### src/rtl/ps2_host_tx_if.sv
// Command-side handshake between a keyboard configuration client and ps2_host_tx.
interface ps2_host_tx_if;
  logic       tx_valid;
  logic [7:0] tx_data;
  logic       tx_ready;
  logic       busy;
  logic       rx_inhibit;
  logic       done;
  logic       ack_ok;
  logic       err;

  modport master (
    output tx_valid, tx_data,
    input  tx_ready, busy, rx_inhibit, done, ack_ok, err
  );

  modport slave (
    input  tx_valid, tx_data,
    output tx_ready, busy, rx_inhibit, done, ack_ok, err
  );
endinterface

### src/rtl/ps2_host_tx.sv
// Host-to-device PS/2 command transmitter: inhibit, request-to-send, 10-bit frame, ack, bus-idle wait.
// Define PS2_TX_RETRY_EN to retry a NACKed or timed-out byte up to twice before reporting failure.
module ps2_host_tx #(
  parameter int unsigned INHIBIT_CYCLES = 10000,
  parameter int unsigned TIMEOUT_CYCLES = 2000000
) (
  input  logic         clk,
  input  logic         rst,
  input  logic         ps2_clk_in,
  input  logic         ps2_data_in,
  output logic         ps2_clk_oe,
  output logic         ps2_data_oe,
  ps2_host_tx_if.slave cmd
);

  typedef enum logic [2:0] {
    S_IDLE,
    S_INHIBIT,
    S_RTS,
    S_SEND,
    S_ACK,
    S_WAIT_IDLE
  } state_t;

  localparam int unsigned IW = (INHIBIT_CYCLES > 1) ? $clog2(INHIBIT_CYCLES) : 1;
  localparam int unsigned TW = $clog2(TIMEOUT_CYCLES + 1);
  localparam logic [IW-1:0] INH_LAST = IW'(INHIBIT_CYCLES - 1);
  localparam logic [TW-1:0] TO_LAST  = TW'(TIMEOUT_CYCLES - 1);

  state_t        state_q, state_d;
  logic [2:0]    csync_q;
  logic [1:0]    dsync_q;
  logic          fe, clk_s, data_s;
  logic [9:0]    frame_q, frame_d;
  logic [3:0]    idx_q, idx_d;
  logic [IW-1:0] inh_q, inh_d;
  logic [TW-1:0] to_q, to_d;
  logic          clk_oe_q, clk_oe_d;
  logic          data_oe_q, data_oe_d;
  logic          done_q, done_d;
  logic          ack_ok_q, ack_ok_d;
  logic          err_q, err_d;
  logic          fail, nack, retry_ok, busy;
`ifdef PS2_TX_RETRY_EN
  logic [1:0]    attempt_q, attempt_d;
`endif

  always_ff @(posedge clk or posedge rst) begin
    if (rst) begin
      csync_q <= 3'b111;
      dsync_q <= 2'b11;
    end else begin
      csync_q <= {csync_q[1:0], ps2_clk_in};
      dsync_q <= {dsync_q[0], ps2_data_in};
    end
  end

  assign fe     = csync_q[2] & ~csync_q[1];
  assign clk_s  = csync_q[2];
  assign data_s = dsync_q[1];

`ifdef PS2_TX_RETRY_EN
  // A failure during the final bus-idle wait is never retried: the device already acked.
  assign retry_ok = (attempt_q != 2'd2) && (state_q != S_WAIT_IDLE);
`else
  assign retry_ok = 1'b0;
`endif

  always_comb begin
    state_d  = state_q;
    frame_d  = frame_q;
    idx_d    = idx_q;
    inh_d    = inh_q;
    to_d     = to_q;
    done_d   = 1'b0;
    ack_ok_d = ack_ok_q;
    err_d    = err_q;
    fail     = 1'b0;
    nack     = 1'b0;
`ifdef PS2_TX_RETRY_EN
    attempt_d = attempt_q;
`endif

    case (state_q)
      S_IDLE: begin
        if (cmd.tx_valid) begin
          frame_d  = {1'b1, ~^cmd.tx_data, cmd.tx_data};
          ack_ok_d = 1'b0;
          err_d    = 1'b0;
          inh_d    = '0;
          state_d  = S_INHIBIT;
`ifdef PS2_TX_RETRY_EN
          attempt_d = '0;
`endif
        end
      end
      S_INHIBIT: begin
        if (inh_q == INH_LAST) begin
          inh_d   = '0;
          idx_d   = '0;
          state_d = S_RTS;
        end else begin
          inh_d = inh_q + 1'b1;
        end
      end
      S_RTS: begin
        if (fe) begin
          idx_d   = 4'd1;
          state_d = S_SEND;
        end
      end
      S_SEND: begin
        if (fe) begin
          idx_d = idx_q + 1'b1;
          if (idx_q == 4'd9) state_d = S_ACK;
        end
      end
      S_ACK: begin
        if (fe) begin
          if (data_s) begin
            fail = 1'b1;
            nack = 1'b1;
          end else begin
            ack_ok_d = 1'b1;
            state_d  = S_WAIT_IDLE;
          end
        end
      end
      S_WAIT_IDLE: begin
        if (clk_s && data_s) begin
          done_d  = 1'b1;
          state_d = S_IDLE;
        end
      end
      default: state_d = S_IDLE;
    endcase

    // An edge on the terminal-count cycle restarts the window instead of timing out.
    if (state_q inside {S_RTS, S_SEND, S_ACK, S_WAIT_IDLE}) begin
      if (fe) begin
        to_d = '0;
      end else begin
        to_d = to_q + 1'b1;
        if (to_q == TO_LAST && !done_d) fail = 1'b1;
      end
    end else begin
      to_d = '0;
    end

    if (fail) begin
      if (retry_ok) begin
`ifdef PS2_TX_RETRY_EN
        attempt_d = attempt_q + 1'b1;
`endif
        inh_d    = '0;
        ack_ok_d = 1'b0;
        state_d  = S_INHIBIT;
      end else begin
        err_d    = 1'b1;
        ack_ok_d = 1'b0;
        if (nack) begin
          state_d = S_WAIT_IDLE;
        end else begin
          done_d  = 1'b1;
          state_d = S_IDLE;
        end
      end
    end

    // Frame bit n lives at frame_q[n-1]; the stop bit (1) releases data on its own.
    clk_oe_d  = (state_d == S_INHIBIT);
    data_oe_d = 1'b0;
    if (state_d == S_RTS)       data_oe_d = 1'b1;
    else if (state_d == S_SEND) data_oe_d = ~frame_q[idx_d - 4'd1];
  end

  always_ff @(posedge clk or posedge rst) begin
    if (rst) begin
      state_q   <= S_IDLE;
      frame_q   <= '0;
      idx_q     <= '0;
      inh_q     <= '0;
      to_q      <= '0;
      clk_oe_q  <= 1'b0;
      data_oe_q <= 1'b0;
      done_q    <= 1'b0;
      ack_ok_q  <= 1'b0;
      err_q     <= 1'b0;
    end else begin
      state_q   <= state_d;
      frame_q   <= frame_d;
      idx_q     <= idx_d;
      inh_q     <= inh_d;
      to_q      <= to_d;
      clk_oe_q  <= clk_oe_d;
      data_oe_q <= data_oe_d;
      done_q    <= done_d;
      ack_ok_q  <= ack_ok_d;
      err_q     <= err_d;
    end
  end

`ifdef PS2_TX_RETRY_EN
  always_ff @(posedge clk or posedge rst) begin
    if (rst) attempt_q <= '0;
    else     attempt_q <= attempt_d;
  end
`endif

  assign busy           = (state_q != S_IDLE);
  assign ps2_clk_oe     = clk_oe_q;
  assign ps2_data_oe    = data_oe_q;
  assign cmd.tx_ready   = ~busy;
  assign cmd.busy       = busy;
  assign cmd.rx_inhibit = busy;
  assign cmd.done       = done_q;
  assign cmd.ack_ok     = ack_ok_q;
  assign cmd.err        = err_q;

endmodule

### src/flat_wrapper.sv
// flat-port wrapper written by rule: the top's interface ports become plain ports
module ps2_host_tx_flat 
#(
  parameter int unsigned INHIBIT_CYCLES = 10000,
  parameter int unsigned TIMEOUT_CYCLES = 2000000
)
  (clk, rst, ps2_clk_in, ps2_data_in, ps2_clk_oe, ps2_data_oe, cmd_tx_valid, cmd_tx_data, cmd_tx_ready, cmd_busy, cmd_rx_inhibit, cmd_done, cmd_ack_ok, cmd_err);
  ps2_host_tx_if cmd_i ();
  input  logic clk;
  input  logic rst;
  input  logic ps2_clk_in;
  input  logic ps2_data_in;
  output logic ps2_clk_oe;
  output logic ps2_data_oe;
  input wire logic [$bits(cmd_i.tx_valid)-1:0] cmd_tx_valid;
  input wire logic [$bits(cmd_i.tx_data)-1:0] cmd_tx_data;
  output wire logic [$bits(cmd_i.tx_ready)-1:0] cmd_tx_ready;
  output wire logic [$bits(cmd_i.busy)-1:0] cmd_busy;
  output wire logic [$bits(cmd_i.rx_inhibit)-1:0] cmd_rx_inhibit;
  output wire logic [$bits(cmd_i.done)-1:0] cmd_done;
  output wire logic [$bits(cmd_i.ack_ok)-1:0] cmd_ack_ok;
  output wire logic [$bits(cmd_i.err)-1:0] cmd_err;
  assign cmd_i.tx_valid = cmd_tx_valid;
  assign cmd_i.tx_data = cmd_tx_data;
  assign cmd_tx_ready = cmd_i.tx_ready;
  assign cmd_busy = cmd_i.busy;
  assign cmd_rx_inhibit = cmd_i.rx_inhibit;
  assign cmd_done = cmd_i.done;
  assign cmd_ack_ok = cmd_i.ack_ok;
  assign cmd_err = cmd_i.err;
  ps2_host_tx #(.INHIBIT_CYCLES(INHIBIT_CYCLES), .TIMEOUT_CYCLES(TIMEOUT_CYCLES)) u_core (.clk(clk), .rst(rst), .ps2_clk_in(ps2_clk_in), .ps2_data_in(ps2_data_in), .ps2_clk_oe(ps2_clk_oe), .ps2_data_oe(ps2_data_oe), .cmd(cmd_i));
endmodule
### config.mk
export PLATFORM = sky130hd
export DESIGN_NAME = ps2_host_tx_flat
export DESIGN_NICKNAME = d
export VERILOG_FILES = /design/src/rtl/ps2_host_tx_if.sv /design/src/rtl/ps2_host_tx.sv /design/src/flat_wrapper.sv
export SDC_FILE = /design/constraint.sdc
export NUM_CORES = 1
export LEC_CHECK = 0
export ABC_AREA = 0
export BUFFER_PORTS_ARGS = -buffer_cell sky130_fd_sc_hd__buf_2
export CORE_AREA = 4 4 95 97
export CTS_CLUSTER_SIZE = 12
export DETAILED_ROUTE_END_ITERATION = 6
export DIE_AREA = 0 0 99 101
export PLACE_DENSITY = 0.64
export SKIP_LAST_GASP = 1
export SLEW_MARGIN = 30
export SYNTH_ARGS = -nofsm -noshare
export SYNTH_HDL_FRONTEND = slang
export SYNTH_SLANG_ARGS = --single-unit
### constraint.sdc
create_clock -name clk -period 5.4 [get_ports clk]
set_clock_uncertainty 0.2 [all_clocks]
set_input_delay 0.54 -clock clk [delete_from_list [all_inputs] [get_ports clk]]
set_output_delay 0.54 -clock clk [all_outputs]
set_load 0.02 [all_outputs]
==> results of run 1 <==
[flip-flops by register name, summed over array words and instances, names as in the netlist, 2 cells and up]
register / cells
u_core.csync_q: 3
u_core.inh_q: 14
u_core.state_q: 3
u_core.frame_q: 10
u_core.to_q: 21
u_core.dsync_q: 2
u_core.idx_q: 4
[cell type report]
class | count | area share [%]
Sequential cell | 62 | 43.5
Clock inverter | 4 | 1.26
Clock buffer | 12 | 4.33
Multi-Input combinational cell | 242 | 42.9
Timing Repair Buffer | 21 | 3.00
Inverter | 12 | 1.33
Tap cell | 105 | 3.67
[kinds of logic (layout without fill, tap and decap cells)]
kind of cell    after synthesis  after routing  share of synthesized area (%)
simple gates                134            134                           23.0
compound gates               69             69                           13.2
fa+ha+maj                     5              5                           1.96
mux                           8              8                           2.82
xor+xnor                     26             26                           7.13
buf+inv                      23             49                           3.09
flops                        62             62                           48.8
[synth_stat cells (3+ instances only)]
cell | instances | area share [%]
a21oi_1 | 12 | 1.9
a22o_1 | 3 | 0.82
a31oi_1 | 7 | 1.4
and3_1 | 8 | 1.6
and3_2 | 3 | 0.71
and4_1 | 4 | 1.1
buf_2 | 5 | 0.78
clkbuf_1 | 5 | 0.59
dfrtp_1 | 57 | 45
dfstp_2 | 5 | 4.1
ha_1 | 5 | 2.0
inv_1 | 10 | 1.2
mux2_2 | 8 | 2.8
nand2_1 | 28 | 3.3
nand2b_1 | 7 | 1.4
nand3_1 | 16 | 2.5
nand4_1 | 6 | 1.2
nor2_1 | 30 | 3.5
nor2b_1 | 3 | 0.59
nor3_1 | 9 | 1.4
o21a_1 | 3 | 0.71
o21ai_0 | 26 | 4.1
or3_1 | 5 | 0.98
xnor2_1 | 14 | 3.8
xor2_1 | 12 | 3.3
[worst reg2reg max path: stages, from the launching register on]
cell	delay, ns
dfrtp_1	0.41
ha_1	0.23
and3_1	0.24
nand4_2	0.12
nand3_1	0.43
a21oi_1	0.51
a21oi_1	0.08
a22o_1	0.24
a31oi_1	0.16
[power groups by stage]
| stage | Sequential, uW | Clock (uW) | Combinational (uW) |
|---|---|---|---|
| floorplan | 478 | 0 | 18.6 |
| global placement | 478 | 0 | 30.2 |
| detailed placement | 478 | 0 | 30.8 |
| CTS | 470 | 426 | 30.8 |
| global route | 470 | 445 | 34.3 |
| finish | 470 | 411 | 29.3 |
[per-stage QoR]
step	total power (uW)	hold slack (ns)	instances	setup WS [ns]	util (%)
floorplan	497	0.145	327	3.00	-
global placement	508	0.147	442	2.84	41.6
detailed placement	509	0.148	442	2.73	41.6
CTS	927	0.0813	458	2.72	44.0
global route	949	0.0853	458	2.45	44.0
finish	910	0.106	458	2.70	44.0
[metal layers]
layer	vias to the layer above	share of wire, %	routed length [um]	track usage [%]
met3	8	4.3	280	3.39
met1	1161	47	3080	18.5
met5	-	0	0	0
li1	1206	-	-	-
met2	45	47	3030	21.6
met4	0	1.6	102	5.67
[cell usage in the layout, fill, tap and decap left out, types with 2 or more instances in the layout]
cell / instances
a21o_1: 2
a21oi_1: 12
a22o_1: 3
a31oi_1: 7
a32oi_1: 2
and3_1: 8
and3_2: 3
and4_1: 4
buf_2: 20
clkbuf_8: 11
clkinv_2: 3
dfrtp_1: 57
dfstp_2: 5
ha_1: 5
inv_1: 9
inv_2: 2
mux2_2: 8
nand2_1: 28
nand2b_1: 7
nand3_1: 16
nand4_1: 6
nor2_1: 30
nor2b_1: 3
nor3_1: 9
nor3b_1: 2
nor4b_1: 2
o211ai_1: 2
o21a_1: 3
o21ai_0: 26
o21ai_1: 2
o21bai_1: 2
o31ai_1: 2
or3_1: 5
xnor2_1: 14
xor2_1: 12
[final timing paths]
check	from	to	slack, ns	depth (start not counted)
max reg2reg	u_core.inh_q[0]	u_core.ps2_data_oe	2.70	8
min in group asynchronous	rst	u_core.to_q[5]	0.21	3
max	u_core.inh_q[0]	u_core.ps2_data_oe	2.70	8
min reg2reg	u_core.dsync_q[0]	u_core.dsync_q[1]	0.16	0
min	ps2_data_in	u_core.dsync_q[0]	0.11	1
max in group asynchronous	rst	u_core.inh_q[4]	4.28	3
==> flow_summary.json, run 1 <==
{
  "outcome": "completed",
  "multi_input_area_um2": 1540,
  "setup.worst_path.end_class": "register",
  "relSlewSlack_pct": 49.3,
  "synthArstFlopShare_pct": 100,
  "grt_pass1_vias": 2390,
  "fin_setup_tns_ns": 0,
  "seqCellArea_um2": 1560,
  "path_class": "register to register",
  "p_comb_share_pct": 3.2,
  "grt_pass1_wl_um": 11200,
  "cp-start-kind": "register",
  "cts_tree": "done",
  "yosys_warnings": 0,
  "sequentialPowerShare_pct": 51.6,
  "rows": 33,
  "clk_latency_ns": 0.33,
  "drc_errors": 0,
  "synth_cell_types": 53,
  "drt.antenna.violating_nets": 0,
  "leakage_uw": 0.00151,
  "ctsRootBufferMaster": "clkbuf_8",
  "min_period_ns": 2.70,
  "place_area_um2": 3380,
  "track_usage_pct": 13.9,
  "synth_edf_count": 0,
  "post_cts_resize_count": 0,
  "worstPathMaxFanout": 17,
  "ys_seq_area_share_pct": 48.8,
  "fin_crit_sh_pct": 49.9,
  "wire_per_inst_um": 14.2,
  "cts_made_buffers": 9,
  "netlist_instances": 327,
  "grt_start_max_net_pins": 63,
  "fillerInstances": 795,
  "setup_viol": 0,
  "dieHeight_um": 101,
  "cp_data_required_time_ns": 5.45,
  "layout-area-overhead-vs-synth_pct": 12.1,
  "synth_ff_type": "dfrtp_1",
  "rsz0062_at_grt": "false",
  "syn_nets": 345,
  "fin_nets": 366,
  "port_buffers": 20,
  "p_switching_uw": 194,
  "gp_routability_congestion": 0.903,
  "tightest_slew_ns": 0.760,
  "vias_per_cell": 5.28,
  "crit_chain": "ha_1, and3_1, nand4_2, nand3_1, a21oi_1, a21oi_1, a22o_1, a31oi_1",
  "postCtsSetupBuffers": 0,
  "arrival_ns": 2.74,
  "ir_worst_vdd_uv": 204,
  "clockBufferDepth": 2,
  "cap_violations": 0,
  "hold_path_class": "primary input to register",
  "syn-cell-area_um2": 3190,
  "fin_area_um2": 3580,
  "drt-total-wl_um": 6490,
  "critPathSlowestCell": "a21oi_1",
  "clk_pin_slew_worst_paths_ns": 0.07,
  "diodes": 0,
  "ios": 21,
  "dpl.hpwl_um": 4460,
  "critPathTopFamily": "compound AO/OA/AOI/OAI gates",
  "drv_slew": 0,
  "drive_above_1_share_pct": 18.1,
  "cts_hold_buf": 0,
  "cpMostUsedCell": "a21oi_1",
  "hold_viol_final": 0,
  "ys_ff_latch": 62,
  "dr.pass1.iters": 4,
  "antenna_found_initial": 0,
  "p_int_uw": 716,
  "drt_iter0_drc": 185,
  "cts_sinks": 62,
  "critPathMaxStageDelay_ns": 0.51,
  "fmax_mhz": 371,
  "p_per_area_nw_per_um2": 254,
  "start_util_pct": 39.3,
  "grt-ovfl-total": 0,
  "path_buf_inv": 0,
  "h-tree-depth": 3,
  "vias": 2420,
  "avgSynthCellArea_um2": 9.77,
  "fp.dieArea_um2": 10000,
  "core-area_um2": 8130,
  "switching_share_pct": 21.3,
  "fp.dieW_um": 99,
  "p_clk_share_pct": 45.2
}
Power figures use the tool's default switching activity.
==> run 2: changes to the inputs <==
- PLACE_DENSITY: 0.64 -> 0.66
- clock period: 5.4 -> 2.2 ns (I/O delays scaled with it)
==> flow_summary.json, run 2 (synthesis gave the netlist of run 1 again) <==
{
  "vias_per_cell": 5.26,
  "violations": "negative setup slack",
  "leakage_uw": 0.00175,
  "final_common_cell": "dfrtp_1",
  "fillerInstances": 750,
  "dpl.hpwl_um": 5080,
  "highest_layer": "met4",
  "grt_pass1_vias": 2632,
  "dp_slack_ns": -0.145,
  "grt_start_max_net_pins": 26,
  "cap_violations": 0,
  "drt-total-wl_um": 7220,
  "cts_tree": "done",
  "p_clk_share_pct": 42.6,
  "ir_worst_vdd_uv": 372,
  "fp.dieArea_um2": 10000,
  "drc_errors": 0,
  "arrival_ns": 2.34,
  "p_total_uw": 2190,
  "port_buffers": 20,
  "multi_input_area_um2": 1580,
  "grt_pass1_wl_um": 12300,
  "holdWs_ns": 0.156,
  "hold_depth": 0,
  "drt.antenna.violating_nets": 0,
  "rr_worst_depth": 11,
  "cp_data_required_time_ns": 2.21,
  "outcome": "finished with violations",
  "gp_routability_congestion": 0.820,
  "hold_path_class": "register to register",
  "rows": 33,
  "ios": 21,
  "setup_viol": 1,
  "reg2reg_to": "u_core.ps2_data_oe",
  "fmax_mhz": 429,
  "p_comb_share_pct": 4.7,
  "clockBufferDepth": 2,
  "start_util_pct": 39.3,
  "largest_reg_flops": 21,
  "dieHeight_um": 101,
  "top_regs": "u_core.to_q x21, u_core.inh_q x14, u_core.frame_q x10",
  "fin_crit_sh_pct": 106,
  "tightest_slew_ns": 0.702,
  "fin_ws_ns": -0.129,
  "layout-area-overhead-vs-synth_pct": 26.0,
  "hold_start": "u_core.csync_q[0]",
  "seqCellArea_um2": 1560,
  "ctsRootBufferMaster": "clkbuf_8",
  "drv_slew": 0,
  "switching_share_pct": 22.4,
  "cts_made_buffers": 9,
  "dr.pass1.iters": 4,
  "crit_start": "u_core.csync_q[1]",
  "post-route-util_pct": 49.5,
  "rsz0062_at_grt": "true",
  "fin_nets": 415,
  "path_class": "register to register",
  "p_int_uw": 1700,
  "h-tree-depth": 3,
  "holdPathEnd": "u_core.csync_q[1]",
  "min_period_ns": 2.33,
  "track_usage_pct": 15.4,
  "fin_setup_tns_ns": -0.129,
  "wl_met2_um": 3530,
  "clk_latency_ns": 0.35,
  "fp.dieW_um": 99,
  "wire_per_inst_um": 14.2,
  "top_register": "u_core.to_q",
  "clk_pin_slew_worst_paths_ns": 0.06,
  "core-area_um2": 8130,
  "relSlewSlack_pct": 52.7,
  "cts_sinks": 62,
  "worstPathMaxFanout": 5,
  "hold_viol_final": 0,
  "vias": 2669,
  "wl_met3_um": 263,
  "cp-start-kind": "register",
  "rrSetupSlack_ns": -0.13,
  "grt-ovfl-total": 0,
  "met1Wirelength_um": 3300,
  "setup.worst_path.end_class": "register",
  "sequentialPowerShare_pct": 52.7,
  "drt_iter0_drc": 118,
  "antenna_found_initial": 0,
  "drive_above_1_share_pct": 27.4,
  "p_per_area_nw_per_um2": 544,
  "final_cell_mix": "57 x dfrtp_1, 37 x buf_4, 30 x nor2_1",
  "diodes": 0,
  "p_switching_uw": 491,
  "reg2reg_from": "u_core.csync_q[1]"
}
run 2: cell types whose count changed in the layout (fill, tap and decap cells not counted), moves of 2 or more:
cell           before  now
buf_4               1   37
dlygate4sd3_1       0   11
nor3_1              9    7
nor3_2              0    2
run 2: repair_timing:
item                       CTS  global route
hold buffers                11             0
gates resized for setup      1             4
pin swaps                    1             1
buffers inserted             1             0
setup endpoints to repair    1             3
hold endpoints to repair    28             0
run 2: metal layers:
metal	GRT usage, %	vias up
met1	19.8	1298
met5	0	-
met4	6.72	0
li1	-	1308
met2	25.2	50
met3	3.11	13
run 2: power by group through the flow:
stage / logic [uW] / clock network (uW) / registers, uW
3_3_place_gp: 87.3 / 0 / 1170
4_1_cts: 105 / 955 / 1150
5_1_grt: 115 / 1030 / 1150
6_report: 103 / 933 / 1150
3_5_place_dp: 88.8 / 0 / 1170
2_1_floorplan: 47.9 / 0 / 1170
run 2: area by class of cell:
class                      count  share of cell area [%]
clock buffer                  13                    4.20
clock inverter                 3                   0.435
timing repair buffer          70                    12.9
tap                          105                    3.26
inverter                      12                    1.24
multi-input combinational    242                    39.3
sequential                    62                    38.7
run 2: worst max path at each step:
| stage | slack (ns) | to | cells past startpoint |
|---|---|---|---|
| final | -0.13 | u_core.ps2_data_oe | 11 |
| after global placement | -0.08 | u_core.ps2_data_oe | 11 |
| after global routing | -0.21 | u_core.ps2_data_oe | 11 |
| after CTS | -0.12 | u_core.ps2_data_oe | 11 |
| after detailed placement | -0.15 | u_core.ps2_data_oe | 11 |
| after floorplan | -0.04 | u_core.ps2_data_oe | 11 |
run 2: critical path, stage by stage, from the launching register on:
cell and delay [ns]:
dfstp_2 0.53, and2b_4 0.19, inv_4 0.07, ha_4 0.19, nand2b_4 0.13, a32oi_1 0.19
o21a_2 0.19, inv_2 0.07, nand2_2 0.07, nor2_1 0.04, o32ai_1 0.23, a31oi_1 0.12
run 2: metrics by stage:
step / instances / cell area (um2)
detailed placement: 479 / 3700
global placement: 479 / 3700
CTS: 507 / 4010
floorplan: 327 / 3220
global route: 507 / 4030
finish: 507 / 4030
==> run 3: changes to the inputs <==
==> constraint.sdc (replaced) <==
create_clock -name clk -period 2.2 [get_ports clk]
set_clock_uncertainty 0.2 [all_clocks]
set_input_delay 0 -clock clk [delete_from_list [all_inputs] [get_ports clk]]
set_output_delay 0 -clock clk [all_outputs]
set_load 0.02 [all_outputs]
==> flow_summary.json, run 3 (synthesis gave the netlist of run 1 again) <==
{
  "outcome": "finished with violations",
  "violations": "negative setup slack",
  "path_buf_inv": 2,
  "clk_pin_slew_worst_paths_ns": 0.08,
  "sequentialPowerShare_pct": 48.5,
  "arrival_ns": 2.29,
  "port_buffers": 20,
  "vias_per_cell": 5.22,
  "drt.antenna.violating_nets": 0,
  "h-tree-depth": 3,
  "dp_slack_ns": -0.0833,
  "cp_data_required_time_ns": 2.23,
  "fin_crit_sh_pct": 103,
  "path_class": "register to register",
  "grt_pass1_wl_um": 11900,
  "setup.worst_path.end_class": "register",
  "cp-start-kind": "register",
  "multi_input_area_um2": 1580,
  "gp_routability_congestion": 0.881,
  "clockBufferDepth": 2,
  "cts_made_buffers": 9,
  "dr.pass1.iters": 4,
  "start_util_pct": 39.3,
  "fillerInstances": 716,
  "diodes": 0,
  "fin_setup_tns_ns": -0.0588,
  "fp.dieW_um": 99,
  "drc_errors": 0,
  "hold_path_class": "primary input to async pin",
  "critPathTopFamily": "compound AO/OA/AOI/OAI gates",
  "grt-ovfl-total": 0,
  "relSlewSlack_pct": 49.4,
  "clk_latency_ns": 0.35,
  "reg2reg_from": "u_core.csync_q[1]",
  "vias": 2650,
  "worstPathMaxFanout": 5,
  "tightest_slew_ns": 0.751,
  "postCtsSetupBuffers": 0,
  "final_cell_mix": "57 x dfrtp_1, 35 x buf_4, 30 x nor2_1",
  "fin_ws_ns": -0.0588,
  "rr_worst_depth": 11,
  "drt_iter0_drc": 120,
  "critPathMaxStageDelay_ns": 0.53,
  "drive_above_1_share_pct": 27.3,
  "p_switching_uw": 536,
  "ir_worst_vdd_uv": 331,
  "antenna_found_initial": 0,
  "rows": 33,
  "setup_viol": 1,
  "p_clk_share_pct": 47.2,
  "min_period_ns": 2.26,
  "grt_start_max_net_pins": 38,
  "top_regs": "u_core.to_q x21, u_core.inh_q x14, u_core.frame_q x10",
  "wire_per_inst_um": 13.6,
  "leakage_uw": 0.00177,
  "holdWs_ns": 0.0571,
  "p_int_uw": 1840,
  "seqCellArea_um2": 1560,
  "rsz0062_at_grt": "true",
  "critPathSlowestCell": "dfstp_2",
  "hold_viol_final": 0,
  "cap_violations": 0,
  "core-area_um2": 8130,
  "ctsRootBufferMaster": "clkbuf_8",
  "largest_reg_flops": 21,
  "layout-area-overhead-vs-synth_pct": 27.3,
  "switching_share_pct": 22.6,
  "grt_pass1_vias": 2633,
  "dieHeight_um": 101,
  "p_per_area_nw_per_um2": 584,
  "cts_sinks": 62,
  "fin_nets": 416,
  "p_comb_share_pct": 4.4,
  "ios": 21,
  "track_usage_pct": 14.9,
  "final_common_cell": "dfrtp_1",
  "reg2reg_to": "u_core.ps2_data_oe",
  "top_register": "u_core.to_q",
  "drt-total-wl_um": 6910,
  "fmax_mhz": 443,
  "cts_tree": "done",
  "drv_slew": 0,
  "crit_chain": "and2b_4, inv_4, ha_4, nand2b_4, a32oi_1, o21a_2, inv_2, nand2_2, nor2_1, o32ai_1, a31oi_1",
  "dpl.hpwl_um": 4870,
  "rrSetupSlack_ns": -0.06,
  "fp.dieArea_um2": 10000
}
run 3: cell types whose count changed in the layout (fill, tap and decap cells not counted), sizes merged:
cell         change
inv              +1
bufinv           +2
clkinvlp         +1
dlygate4sd3      +1
clkbuf           -4
run 3: worst reg2reg max path: cells and delay by family, from the launching register on:
kind	cells	cell delay, ns
DFF	1	0.53
and+or+nand+nor	4	0.41
adders and majority gates	1	0.19
buffers and inverters	2	0.14
AOI/OAI and AO/OA	4	0.68
run 3: power groups by stage:
stage               Sequential, uW  Combinational [uW]  Clock [uW]
floorplan                     1170                47.9           0
global placement              1170                86.1           0
detailed placement            1170                88.5           0
CTS                           1150                 105        1150
global route                  1150                 115        1210
finish                        1150                 104        1120
run 3: area by class of cell:
class	count	share of cell area, %
Clock buffer	9	3.05
Clock inverter	7	2.40
Inverter	12	1.23
Multi-Input combinational cell	242	38.8
Sequential cell	62	38.3
Tap cell	105	3.23
Timing Repair Buffer	71	13.0
run 3: what timing repair did:
action | 4_1_cts | 5_1_grt
setup endpoints to repair | 1 | 1
gates resized for setup | 5 | 1
cloned | 1 | 0
pin swaps | 6 | 1
hold endpoints to repair | 78 | 0
hold buffers | 12 | 0
run 3: per-stage QoR:
stage	instance area, um2	power [uW]	std cells	utilization, %
detailed placement	3710	1260	480	45.6
global route	4070	2480	508	50.0
finish	4070	2380	508	50.0
CTS	4060	2400	508	49.9
global placement	3710	1260	480	45.6
floorplan	3220	1220	327	-
run 3: worst max-delay path by stage:
stage	start	depth (start not counted)	slack, ns	end
final	u_core.csync_q[1]	11	-0.06	u_core.ps2_data_oe
after detailed placement	u_core.csync_q[2]	11	-0.08	u_core.ps2_data_oe
after global placement	u_core.csync_q[2]	11	-0.08	u_core.ps2_data_oe
after floorplan	u_core.csync_q[1]	11	-0.04	u_core.ps2_data_oe
after global routing	u_core.csync_q[1]	11	-0.18	u_core.ps2_data_oe
after CTS	u_core.csync_q[1]	11	-0.08	u_core.ps2_data_oe
run 3: layer usage:
metal | GRT usage, % | vias up | part of all wire, %
met5 | 0 | - | 0
met4 | 6.20 | 0 | 1.9
met3 | 4.15 | 13 | 3.8
met2 | 24.2 | 46 | 48
met1 | 18.8 | 1275 | 46
li1 | - | 1316 | -
